$ cat config.mk
export PLATFORM = sky130hd
export DESIGN_NAME = alarm_sequencer
export DESIGN_NICKNAME = d
export VERILOG_FILES = /design/src/rtl/alarm_sequencer.sv
export SDC_FILE = /design/constraint.sdc
export NUM_CORES = 1
export LEC_CHECK = 0
export BUFFER_PORTS_ARGS = -buffer_cell sky130_fd_sc_hd__buf_2
export CORE_AREA = 3 3 62 64
export DETAILED_ROUTE_END_ITERATION = 10
export DIE_AREA = 0 0 65 67
export PLACE_DENSITY = 0.56
export SYNTH_ARGS = -nofsm -noshare
export SYNTH_HDL_FRONTEND = slang
export SYNTH_SLANG_ARGS = --single-unit
export TNS_END_PERCENT = 100
$ cat constraint.sdc
create_clock -name clk -period 4.14 [get_ports clk]
set_input_delay 0.414 -clock clk [delete_from_list [all_inputs] [get_ports clk]]
set_output_delay 0.414 -clock clk [all_outputs]
set_load 0.005 [all_outputs]
$ cat src/rtl/alarm_sequencer.sv
// ============================================================================
// alarm_sequencer : wall-clock alarm FSM (arm, ring, snooze, timeout, buzzer)
// Option macro    : ALARM_SNOOZE_EN enables the snooze state and snz_cnt
// Revision        : 1.0
// ============================================================================
`default_nettype none

module alarm_sequencer #(
  parameter int SNOOZE_MIN     = 5,
  parameter int RING_TIMEOUT_S = 60,
  parameter int TONE_DIV       = 3500
) (
  input  logic       clk,
  input  logic       reset,
  input  logic       sec_tick,
  input  logic [3:0] hours,
  input  logic [5:0] minutes,
  input  logic [3:0] al_hours,
  input  logic [5:0] al_minutes,
  input  logic       toggle_pulse,
  input  logic       snooze_pulse,
  output logic [1:0] state,
  output logic       al_on,
  output logic       ringing,
  output logic       buzzer
);

  typedef enum logic [1:0] {
    S_OFF     = 2'd0,
    S_ARMED   = 2'd1,
    S_RINGING = 2'd2,
    S_SNOOZE  = 2'd3
  } state_t;

  localparam int RW = $clog2(RING_TIMEOUT_S + 1);
  localparam int TW = $clog2(TONE_DIV);

  state_t        cur;
  state_t        nxt;
  logic          match;
  logic          match_q;
  logic          trigger;
  logic [RW-1:0] ring_cnt;
  logic [TW-1:0] tone_cnt;
  logic          tone;
  logic          beat;
  logic          ring_timeout;
  logic          snooze_req;
  logic          snz_expire;

  assign match        = (hours == al_hours) && (minutes == al_minutes);
  assign trigger      = match && !match_q;
  assign ring_timeout = sec_tick && (ring_cnt == RW'(RING_TIMEOUT_S - 1));
  assign state        = cur;

`ifdef ALARM_SNOOZE_EN
  localparam int SW = $clog2(SNOOZE_MIN * 60 + 1);

  logic [SW-1:0] snz_cnt;

  assign snooze_req = snooze_pulse;
  assign snz_expire = sec_tick && (snz_cnt == SW'(1));

  always_ff @(posedge clk or posedge reset) begin
    if (reset) begin
      snz_cnt <= '0;
    end else if (cur == S_RINGING && nxt == S_SNOOZE) begin
      snz_cnt <= SW'(SNOOZE_MIN * 60);
    end else if (cur == S_SNOOZE && sec_tick && snz_cnt != '0) begin
      snz_cnt <= snz_cnt - 1'b1;
    end
  end
`else
  logic unused_snooze;

  assign unused_snooze = snooze_pulse;
  assign snooze_req    = 1'b0;
  assign snz_expire    = 1'b0;
`endif

  // Priority: toggle > snooze > second-tick transitions > trigger
  always_comb begin
    nxt = cur;
    case (cur)
      S_OFF: begin
        if (toggle_pulse) nxt = S_ARMED;
      end
      S_ARMED: begin
        if (toggle_pulse)  nxt = S_OFF;
        else if (trigger)  nxt = S_RINGING;
      end
      S_RINGING: begin
        if (toggle_pulse)      nxt = S_OFF;
        else if (snooze_req)   nxt = S_SNOOZE;
        else if (ring_timeout) nxt = S_ARMED;
      end
      S_SNOOZE: begin
        if (toggle_pulse)    nxt = S_OFF;
        else if (snz_expire) nxt = S_RINGING;
      end
      default: nxt = S_OFF;
    endcase
  end

  always_ff @(posedge clk or posedge reset) begin
    if (reset) begin
      cur      <= S_OFF;
      al_on    <= 1'b0;
      ringing  <= 1'b0;
      buzzer   <= 1'b0;
      match_q  <= 1'b0;
      ring_cnt <= '0;
      tone_cnt <= '0;
      tone     <= 1'b0;
      beat     <= 1'b0;
    end else begin
      cur     <= nxt;
      al_on   <= (nxt != S_OFF);
      ringing <= (nxt == S_RINGING);
      match_q <= match;
      // Gated by the next state too, so the buzzer never outlives RINGING
      buzzer  <= (cur == S_RINGING) && (nxt == S_RINGING) && beat && tone;
      if (nxt != S_RINGING) begin
        ring_cnt <= '0;
        tone_cnt <= '0;
        tone     <= 1'b0;
        beat     <= 1'b0;
      end else if (cur != S_RINGING) begin
        ring_cnt <= '0;
        tone_cnt <= '0;
        tone     <= 1'b0;
        beat     <= 1'b1;
      end else begin
        if (sec_tick) begin
          ring_cnt <= ring_cnt + 1'b1;
          beat     <= ~beat;
        end
        if (tone_cnt == TW'(TONE_DIV - 1)) begin
          tone_cnt <= '0;
          tone     <= ~tone;
        end else begin
          tone_cnt <= tone_cnt + 1'b1;
        end
      end
    end
  end

endmodule

`default_nettype wire
Word-level counts from Yosys, hierarchy flattened. Index checks and enable logic that the tools add are counted.

Word-level logic and storage cells: 53. Flip-flop bits (word level): 26.

Equality and inequality tests: 10. Muxes and demuxes: 19. Reductions and logical operators: 11. Add/subtract/negate cells: 2. Bitwise gates (word level): 2.

Operator list (count): $mux 12 (3); $mux 6 (3); $add 12x1->12 const B (1); $eq 12x12->1 const B (1); $mux 2 (6); $pmux 2 s4 (1); $add 6x1->6 const B (1); $eq 2x2->1 const B (3); $eq 6x6->1 (1); $eq 6x6->1 const B (1); $logic_and 1x1->1 (6); $mux 1 (6); $reduce_bool 3->1 (2); $eq 4x4->1 (1); $ne 2x2->1 const B (2); $eq 2x1->1 const B (1); $logic_not 2->1 (1); $not 1->1 (2); $reduce_bool 2->1 (1); $logic_not 1->1 (1).

Depth between registers and ports, before layout. Gate-level depths: netlist (run 1).

Word-level depth: 10. Depth in mapped cells: 8. Mapped depth without buffers: 6.

Worst setup path before layout (run 1). No wires, ideal clock.

Path kind: register -> register. From: register ring_cnt[0]. To: register tone_cnt[7]. Required time: 4068 ps. Setup time: 72 ps. Setup slack: 2503 ps. Data arrival time: 1566 ps. Clock period less this slack: 1637 ps. Stages on the path, launching flop included: 9. Cell sequence: dfrtp_1 > ha_1 > nand2_2 > o21ai_2 > or3_1 > buf_6 > nand2b_4 > buf_6 > nor2_1.

Word-level cells in the longest chain between the ends: 7.

Ends and longest elaborated chain: start: declaration (line 43) `logic [RW-1:0] ring_cnt;`; start signal: assignment (line 135) `ring_cnt <= ring_cnt + 1'b1;`; $eq 6x6->1 (line 53) `assign ring_timeout = sec_tick && (ring_cnt == RW'(RING_TIMEOUT_S - 1));`; $logic_and 1x1->1 (line 53); $mux 2 (line 95) `else if (ring_timeout) nxt = S_ARMED;`; $mux 2 (line 93) `if (toggle_pulse) nxt = S_OFF;`; $pmux 2 s4 (line 84) `case (cur)`; $ne 2x2->1 (line 123) `if (nxt != S_RINGING) begin`; $mux 12 (line 123); end signal: assignment (line 142) `tone_cnt <= tone_cnt + 1'b1;`; end: declaration (line 44) `logic [TW-1:0] tone_cnt;`.

Every way passes these cells. A chain may end at the register's enable or synchronous reset.

Worst setup path after layout (run 1).
From: register ring_cnt[0]. To: register tone_cnt[11].

Same word-level chain as after synthesis.

==> out/qor.csv, run 1 <==
stage;metric;value;unit
outcome;outcome;complete, no violations;
placed_design;dpl.hpwl;1720;um
floorplan;coreArea;0.00334;sq mm
clocking;cts_sinks;26;
power_and_ir_drop;p_clk_frac;0.304;
routing;drtIter0Drc;52;
global_route;grt_max_degree;27;
timing;grt_setup_unrepaired;no;
clocking;cts_setup_buffers;0;
timing;worst_pin_slew;0.955;ns
logic_synthesis;synth_area_leader_cell;dfrtp_1;
layout;final_area;0.00151;sq mm
power_and_ir_drop;p_seq_frac;0.605;
timing;drv_slew;0;
layout;multi_input_area;608;sq um
clocking;cts_root_buffer;clkbuf_4;
floorplan;start_util;0.392;
routing;via_per_inst;4.61;
global_route;track_usage;0.115;
global_route;grt_pass1_vias;944;
placed_design;pre_cts_slack;2.37;ns
timing;period_share;0.428;
logic_synthesis;syn_nets;157;
placed_design;place_inst;200;
clocking;cts_resized;0;
logic_synthesis;syn_avg_cell_area;10.1;sq um
timing;skew;0.00227;ns
global_route;antenna_found_initial;0;
power_and_ir_drop;switching_share;0.229;
clocking;clockBufferDepth;2;
setup_path;max_stage_delay;0.47;ns
power_and_ir_drop;p_per_area;284;mW/mm^2
layout;nNetsFinal;186;
placed_design;placed_area;0.00147;sq mm
layout;drive_gt1_frac;0.222;
setup_path;startpoint_type;flip-flop;
floorplan;fp.dieH;67;um
timing;maxSlewHeadroom;0.363;
setup_path;critPathCaptureType;flip-flop;
layout;final_cell_mix;buf_2, nor2_1, dfrtp_1;
power_and_ir_drop;internal_power;0.330;mW
layout;seq_area;651;sq um
layout;fin_util;0.452;
placed_design;port_buffers;28;
run;drv_cap;0;
setup_path;crit_required;4.41;ns
routing;post-route-drc-count;0;
logic_synthesis;yosys.cell_types.count;28;
logic_synthesis;yosysTopAreaCellShare;0.498;
logic_synthesis;yosys_warnings;0;
timing;hold_viol_final;0;
logic_synthesis;ys_seq_area_frac;0.498;
power_and_ir_drop;power.leakage;0.668;nW
logic_synthesis;ys_ff_latch;26;
power_and_ir_drop;power_switching;0.0982;mW
timing;post-route-min-period;1.77;ns
layout;final_cells;204;
global_route;grt_first_pass_wirelength;3840;um
global_route;overflow;0;
routing;final_antenna_net_count;0;
routing;wl_per_cell;10.8;um
logic_synthesis;synthCells;130;
clocking;clk_latency;0.33;ns
setup_path;setup.worst_path.class;flip-flop to flip-flop;
clocking;cts_buffers;3;
routing;first_pass_iters;4;
timing;setup_viol;0;
clocking;cts_tree;yes;
setup_path;arrival;2.04;ns
timing;fin_tns_setup;0;ns
timing;setup_slack;2.37;ns
placed_design;gp_congestion;0.830;
logic_synthesis;synthTopCellsByArea;dfrtp_1, xor2_1, nor2_1;
floorplan;die_area;0.00436;sq mm
layout;n_antenna_cell;0;
power_and_ir_drop;power_frac_comb;0.092;
clocking;htreeDepth;1;
timing;fmax;565;MHz
clocking;path_clk_slew;0.14;ns
logic_synthesis;syn_area;0.00131;sq mm
setup_path;critPathMaxFanout;12;
floorplan;num_io_pins;30;
layout;final_common_cell;buf_2;
floorplan;rows;21;
hold_path;hp-class;input port to asynchronous set/reset pin;
clocking;postCtsHoldBufs;0;
layout;areaGrowthSynthToFinish;15.3;%
routing;drt-total-wl;2210;um
floorplan;die_w;65;um
power_and_ir_drop;ir_drop;0.153;mV
layout;fillers;346;
setup_path;cp_slowest_cell;or3_1;
routing;dr_total_vias;940;
setup_path;path_cells;ha_1, nand2_2, o21ai_2, or3_1, nand2b_4, nor2_1;
path summary, 6_finish.rpt:
path	slack (ns)	endpoint	cells after the start	startpoint
setup reg to reg	2.37	tone_cnt[11]	6	ring_cnt[0]
hold / removal	0.28	tone_cnt[9]	2	reset
setup / recovery	2.37	tone_cnt[11]	6	ring_cnt[0]
min in group clk	0.33	ringing	2	toggle_pulse
max in group asynchronous	3.29	ring_cnt[5]	2	reset
hold reg to reg	0.51	tone_cnt[0]	1	tone_cnt[0]
registers in the layout, summed over array words and instances (netlist names):
name / count
tone_cnt: 12
ring_cnt: 6
state: 2
al_on: 1
beat: 1
buzzer: 1
match_q: 1
ringing: 1
tone: 1
cells by family (layout without fill, tap and decap cells):
group | after synthesis | after routing | synth area share
adders and majority gates | 2 | 2 | 0.0191
muxes | 1 | 1 | 0.00766
xor gates and xnor gates | 28 | 28 | 0.188
DFF | 26 | 26 | 0.498
buffers and inverters | 8 | 36 | 0.0373
AOI/OAI and AO/OA | 6 | 6 | 0.0316
and+or+nand+nor | 59 | 59 | 0.219
cells in the mapped netlist:
library cell and n:
nor4b_1 1, and2_1 1, nand4b_1 1, nor3_1 2, ha_1 2, dfrtp_1 26
inv_1 4, buf_6 2, o21ai_2 1, nand2b_1 1, nor2_1 27, nand2_2 1
mux2i_1 1, o21a_1 1, clkbuf_1 1, nand2_1 8, o311ai_0 1, xor2_1 18
buf_4 1, nor4_1 2, xnor2_1 10, or4_1 1, nand3_1 5, o22ai_1 1
nand2b_4 1, nand4_1 5, or3_1 3, a21oi_1 2
layout make-up:
cell class	instances	share of cell area
Clock buffer	4	0.0241
Inverter	4	0.00996
Multi-Input combinational cell	96	0.403
Sequential cell	26	0.432
Tap cell	46	0.0382
Timing Repair Buffer	28	0.0929
power by group through the flow:
stage / Combinational [mW] / Clock (mW) / Sequential [mW]
after floorplan: 0.0217 / 0 / 0.264
after global placement: 0.0395 / 0 / 0.264
after detailed placement: 0.0408 / 0 / 0.264
after CTS: 0.0407 / 0.137 / 0.259
after global routing: 0.0452 / 0.148 / 0.260
final: 0.0393 / 0.130 / 0.259
metrics by stage:
stage / power (mW) / hold WS [ns]
after floorplan: 0.286 / 0.451
after global placement: 0.303 / 0.476
after detailed placement: 0.305 / 0.488
after CTS: 0.437 / 0.312
after global routing: 0.453 / 0.315
final: 0.429 / 0.279
routing by layer:
layer	track usage	vias to the layer above	routed length [um]
met5	0	-	0
met4	0.0343	0	25
met3	0.0354	5	81
met2	0.204	13	1170
met1	0.132	439	935
li1	-	483	-
worst max-delay path, delay by kind of cell (launching register included):
| family | cells | cell delay, ns |
|---|---|---|
| and+or+nand+nor | 4 | 0.97 |
| DFF | 1 | 0.43 |
| adders and majority gates | 1 | 0.24 |
| AOI/OAI and AO/OA | 1 | 0.07 |
(Power assumes the default switching activity.)
==> run 2: changes to the inputs <==
Settings changed: PLACE_DENSITY 0.56 to 0.58.
Clock period 4.14 ns to 1.57 ns, I/O delays scaled along.
==> out/qor.csv, run 2 (synthesized netlist as in run 1, its figures left out) <==
stage;metric;value;unit;change
floorplan;die_area;0.00436;sq mm;unchanged
global_route;track_usage;0.116;;+0.000637
routing;first_pass_iters;4;;unchanged
layout;largest_reg_flops;12;;unchanged
timing;fmax;607;MHz;+7.5%
outcome;violations;setup timing;;
timing;whs;0.0711;ns;-0.207 ns
setup_path;ff2ff_setup_slack;-0.08;ns;-2.45 ns
setup_path;path_cells;ha_2, nand3_2, nor4b_2, nand4_1, nand2b_2, nor2_1;;
clocking;cts_tree;yes;;
clocking;htreeDepth;1;;unchanged
timing;period_share;1.05;;+0.621
layout;drive_gt1_frac;0.341;;+0.120
timing;hold_viol_final;0;;unchanged
clocking;clockBufferDepth;2;;unchanged
layout;fillers;327;;-5.5%
timing;setup_viol;13;;+13
timing;skew;0.00889;ns;+0.00662 ns
timing;grt_setup_unrepaired;yes;;
power_and_ir_drop;p_seq_frac;0.545;;-0.060
global_route;overflow;0;;unchanged
timing;maxSlewHeadroom;0.783;;+0.421
routing;final_antenna_net_count;0;;unchanged
global_route;grt_max_degree;27;;unchanged
setup_path;crit_required;1.79;ns;-2.62 ns
timing;setup_slack;-0.0766;ns;-2.45 ns
placed_design;dpl.hpwl;1660;um;-3.5%
setup_path;worstSetupPathDepth;6;;unchanged
layout;areaGrowthSynthToFinish;27.2;%;
power_and_ir_drop;p_per_area;755;mW/mm^2;+170%
setup_path;r2r_end;tone_cnt[3];;
floorplan;die_w;65;um;unchanged
hold_path;hp-class;input port to flip-flop;;
routing;drtIter0Drc;32;;-38%
routing;dr_total_vias;998;;+6.2%
layout;fin_util;0.498;;+0.0465
global_route;grt_pass1_vias;946;;+0.21%
power_and_ir_drop;ir_drop;0.305;mV;+99%
floorplan;start_util;0.392;;unchanged
floorplan;rows;21;;unchanged
power_and_ir_drop;switching_share;0.210;;-0.0188
power_and_ir_drop;finalPower;1.26;mW;+190%
outcome;outcome;complete, but fails checks;;
clocking;cts_root_buffer;clkbuf_4;;
setup_path;startpoint_type;flip-flop;;
layout;nNetsFinal;198;;+6.5%
routing;post-route-drc-count;0;;unchanged
placed_design;port_buffers;28;;unchanged
floorplan;coreArea;0.00334;sq mm;unchanged
global_route;antenna_found_initial;0;;unchanged
timing;post-route-min-period;1.65;ns;-0.124 ns
power_and_ir_drop;power_switching;0.264;mW;+170%
setup_path;critPathLaunch;tone_cnt[1];;
setup_path;timing.rr.start;tone_cnt[1];;
timing;worst_pin_slew;0.325;ns;-0.630 ns
power_and_ir_drop;power_frac_comb;0.086;;-0.006
routing;wl_per_cell;11.2;um;+3.3%
clocking;cts_sinks;26;;unchanged
global_route;grt_first_pass_wirelength;3940;um;+2.7%
clocking;cts_buffers;3;;unchanged
power_and_ir_drop;power.leakage;0.728;nW;+9.0%
placed_design;pre_cts_slack;0.0533;ns;-2.32 ns
floorplan;num_io_pins;30;;unchanged
setup_path;crit_family;simple AND/OR/NAND/NOR gates;;
run;drv_cap;0;;unchanged
layout;final_common_cell;buf_2;;
timing;drv_slew;0;;unchanged
power_and_ir_drop;internal_power;0.991;mW;+200%
setup_path;arrival;1.87;ns;-0.17 ns
layout;n_antenna_cell;0;;unchanged
setup_path;cp_slowest_cell;dfrtp_1;;
setup_path;critPathCaptureType;flip-flop;;
power_and_ir_drop;p_clk_frac;0.369;;+0.065
routing;drt-total-wl;2420;um;+9.4%
setup_path;crit_end;tone_cnt[3];;
setup_path;crit_buf_inv;0;;unchanged
setup_path;setup.worst_path.class;flip-flop to flip-flop;;
clocking;clk_latency;0.33;ns;about the same
setup_path;max_stage_delay;0.40;ns;-0.07 ns
clocking;path_clk_slew;0.15;ns;about the same
layout;final_cell_mix;buf_2, dfrtp_1, nor2_1;;
placed_design;gp_congestion;0.791;;-4.7%
setup_path;r2r_cells;6;;unchanged
layout;largest_register;tone_cnt;;
floorplan;fp.dieH;67;um;unchanged
routing;via_per_inst;4.62;;+0.27%
setup_path;critPathMaxFanout;6;;-6
==> run 2: how the worst min path moves through the flow <==
stage                  from          end  slack, ns  cells after the start
6_report       toggle_pulse      ringing       0.07                      2
5_1_grt        toggle_pulse      ringing       0.08                      2
4_1_cts        toggle_pulse      ringing       0.05                      2
3_5_place_dp          reset  tone_cnt[9]       0.23                      3
3_3_place_gp          reset  tone_cnt[9]       0.23                      3
2_1_floorplan         reset        al_on       0.20                      1
==> run 2: metal layers <==
metal  global-route usage  vias to the layer above  part of all wire
li1                     -                      506                 -
met2                0.203                       10              0.53
met4               0.0237                        0            0.0054
met3               0.0354                        2             0.024
met1                0.139                      480              0.44
met5                    0                        -                 0
==> run 2: final cells by class <==
cell class              count  area, sq um  area share
well taps                  46         57.6      0.0346
clock inverters             1         30.0      0.0181
repair buffers             39          225       0.135
inverters                   4         15.0     0.00903
multi-input cells          97          662       0.398
clock buffers               3         22.5      0.0135
flip-flops and latches     26          651       0.391
==> run 2: power by group through the flow <==
stage | Clock [mW] | Combinational (mW) | Sequential [mW]
5_1_grt | 0.497 | 0.123 | 0.685
3_5_place_dp | 0 | 0.108 | 0.696
3_3_place_gp | 0 | 0.106 | 0.696
4_1_cts | 0.474 | 0.110 | 0.684
2_1_floorplan | 0 | 0.0572 | 0.697
6_report | 0.463 | 0.108 | 0.684
==> run 2: through the flow <==
step	setup TNS [ns]	instances	instance area, sq um
floorplan	-0.219	130	1310
global placement	0	205	1510
detailed placement	0	205	1510
CTS	0	212	1590
global route	-1.99	216	1660
finish	-0.551	216	1660
==> run 2: what timing repair did <==
item	4_1_cts	5_1_grt
hold buffers	1	0
pin swaps	0	4
gates cloned	0	1
setup buffers	2	3
resized for setup	0	11
endpoints found under the hold margin	26	0
endpoints found under the setup margin	1	16
==> run 3: changes to the inputs <==
Settings changed: PLACE_DENSITY 0.58 to 0.56.
Clock period 1.57 ns to 2.1 ns, I/O delays scaled along.
==> out/qor.csv, run 3 (synthesized netlist as in run 1, its figures left out) <==
stage;metric;value;unit;change
layout;largest_register;tone_cnt;;
layout;n_antenna_cell;0;;unchanged
placed_design;placed_area;0.00149;sq mm;-1.7%
setup_path;startpoint_type;flip-flop;;
layout;final_common_cell;buf_2;;
power_and_ir_drop;power_switching;0.200;mW;-24%
clocking;clk_latency;0.33;ns;about the same
global_route;antenna_found_initial;0;;unchanged
power_and_ir_drop;ir_drop;0.314;mV;+2.9%
power_and_ir_drop;switching_share;0.212;;+0.00210
placed_design;port_buffers;28;;unchanged
layout;final_area;0.00155;sq mm;-6.8%
clocking;clockBufferDepth;2;;unchanged
timing;hold_viol_final;0;;unchanged
power_and_ir_drop;p_per_area;607;mW/mm^2;-20%
placed_design;dpl.hpwl;1660;um;+0.24%
placed_design;gp_congestion;0.825;;+4.3%
routing;wl_per_cell;10.8;um;-3.3%
layout;largest_reg_flops;12;;unchanged
routing;via_per_inst;4.68;;+1.2%
clocking;cts_resized;0;;unchanged
power_and_ir_drop;p_clk_frac;0.371;;+0.002
clocking;cts_sinks;26;;unchanged
setup_path;crit_buf_inv;0;;unchanged
power_and_ir_drop;p_seq_frac;0.543;;-0.002
setup_path;max_stage_delay;0.42;ns;+0.02 ns
clocking;cts_buffers;3;;unchanged
timing;fin_tns_setup;0;ns;+0.551 ns
layout;drive_gt1_frac;0.230;;-0.111
outcome;outcome;complete, no violations;;
floorplan;fp.dieH;67;um;unchanged
routing;drt-total-wl;2240;um;-7.3%
clocking;htreeDepth;1;;unchanged
timing;fmax;618;MHz;+1.8%
setup_path;cp_slowest_cell;dfrtp_1;;
routing;dr_total_vias;968;;-3.0%
global_route;track_usage;0.116;;+0.000636
setup_path;arrival;1.85;ns;-0.02 ns
floorplan;start_util;0.392;;unchanged
timing;period_share;0.770;;-0.279
clocking;cts_root_buffer;clkbuf_4;;
routing;drtIter0Drc;55;;+72%
run;drv_cap;0;;unchanged
hold_path;min_delay_path_depth;2;;unchanged
routing;final_antenna_net_count;0;;unchanged
timing;drv_slew;0;;unchanged
timing;post-route-min-period;1.62;ns;-0.0295 ns
hold_path;hp-class;input port to flip-flop;;
power_and_ir_drop;power_frac_comb;0.086;;about the same
setup_path;crit_family;simple AND/OR/NAND/NOR gates;;
timing;grt_setup_unrepaired;no;;
setup_path;worstSetupPathDepth;6;;unchanged
layout;areaGrowthSynthToFinish;18.5;%;
floorplan;num_io_pins;30;;unchanged
setup_path;critPathMaxFanout;12;;+6
power_and_ir_drop;finalPower;0.941;mW;-25%
floorplan;coreArea;0.00334;sq mm;unchanged
global_route;grt_pass1_vias;952;;+0.63%
clocking;cts_tree;yes;;
setup_path;r2r_cells;6;;unchanged
power_and_ir_drop;power.leakage;0.688;nW;-5.5%
floorplan;die_area;0.00436;sq mm;unchanged
timing;maxSlewHeadroom;0.722;;-0.0613
timing;worst_pin_slew;0.414;ns;+0.0888 ns
setup_path;setup.worst_path.class;flip-flop to flip-flop;;
global_route;overflow;0;;unchanged
floorplan;rows;21;;unchanged
routing;first_pass_iters;4;;unchanged
setup_path;path_cells;ha_1, nand3_1, nor4b_1, nand4_1, nand2b_4, nor2_1;;
timing;setup_viol;0;;-13
routing;post-route-drc-count;0;;unchanged
timing;skew;0.00243;ns;-0.00647 ns
power_and_ir_drop;internal_power;0.741;mW;-25%
clocking;path_clk_slew;0.15;ns;about the same
global_route;grt_first_pass_wirelength;4010;um;+1.8%
setup_path;critPathCaptureType;flip-flop;;
setup_path;crit_required;2.33;ns;+0.54 ns
floorplan;die_w;65;um;unchanged
layout;nNetsFinal;189;;-4.5%
global_route;grt_max_degree;27;;unchanged
layout;final_cell_mix;buf_2, nor2_1, dfrtp_1;;
## run 3: changes by cell type in the layout (fill, tap and decap cells not counted), sizes merged
cell	previous run	this run
buf	38	30
nand2b	3	2
## run 3: cell type report
type / count / area, sq um
clock buffers: 3 / 22.5
clock inverters: 1 / 30.0
fillers: 345 / 1790
inverters: 4 / 15.0
multi-input cells: 96 / 608
flip-flops and latches: 26 / 651
well taps: 46 / 57.6
repair buffers: 31 / 165
## run 3: path summary, 6_finish.rpt
path                       slack [ns]     endpoint          from
max in group asynchronous        1.41  tone_cnt[5]         reset
setup reg to reg                 0.48  tone_cnt[5]   tone_cnt[0]
hold reg to reg                  0.50  tone_cnt[0]   tone_cnt[0]
hold / removal                   0.12      ringing  toggle_pulse
setup / recovery                 0.48  tone_cnt[5]   tone_cnt[0]
min in group asynchronous        0.45        al_on         reset
## run 3: metrics by stage
step                 util  hold WS (ns)  cells  worst slack, ns
floorplan               -         0.250    130            0.463
global placement    0.445         0.282    202            0.494
detailed placement  0.445         0.286    202            0.457
CTS                 0.464         0.108    207            0.433
global route        0.464         0.121    207            0.326
finish              0.464         0.123    207            0.483
## run 3: power groups by stage
stage          logic, mW  clock network, mW  registers [mW]
6_report          0.0807              0.349           0.511
5_1_grt           0.0929              0.376           0.513
4_1_cts           0.0834              0.357           0.511
3_5_place_dp      0.0815                  0           0.521
3_3_place_gp      0.0794                  0           0.520
2_1_floorplan     0.0427                  0           0.521
## run 3: routing by layer
metal,up-vias,global-route usage,share of wire,routed length (um)
met5,-,0,0,0
li1,495,-,-,-
met2,20,0.206,0.52,1160
met4,0,0.0237,0.0058,13
met1,451,0.138,0.44,977
met3,2,0.0354,0.041,91
## run 3: what timing repair did
action,CTS,global route
endpoints found under the setup margin,0,0
hold buffers,1,0
buffers inserted,0,0
hold endpoints to repair,26,0
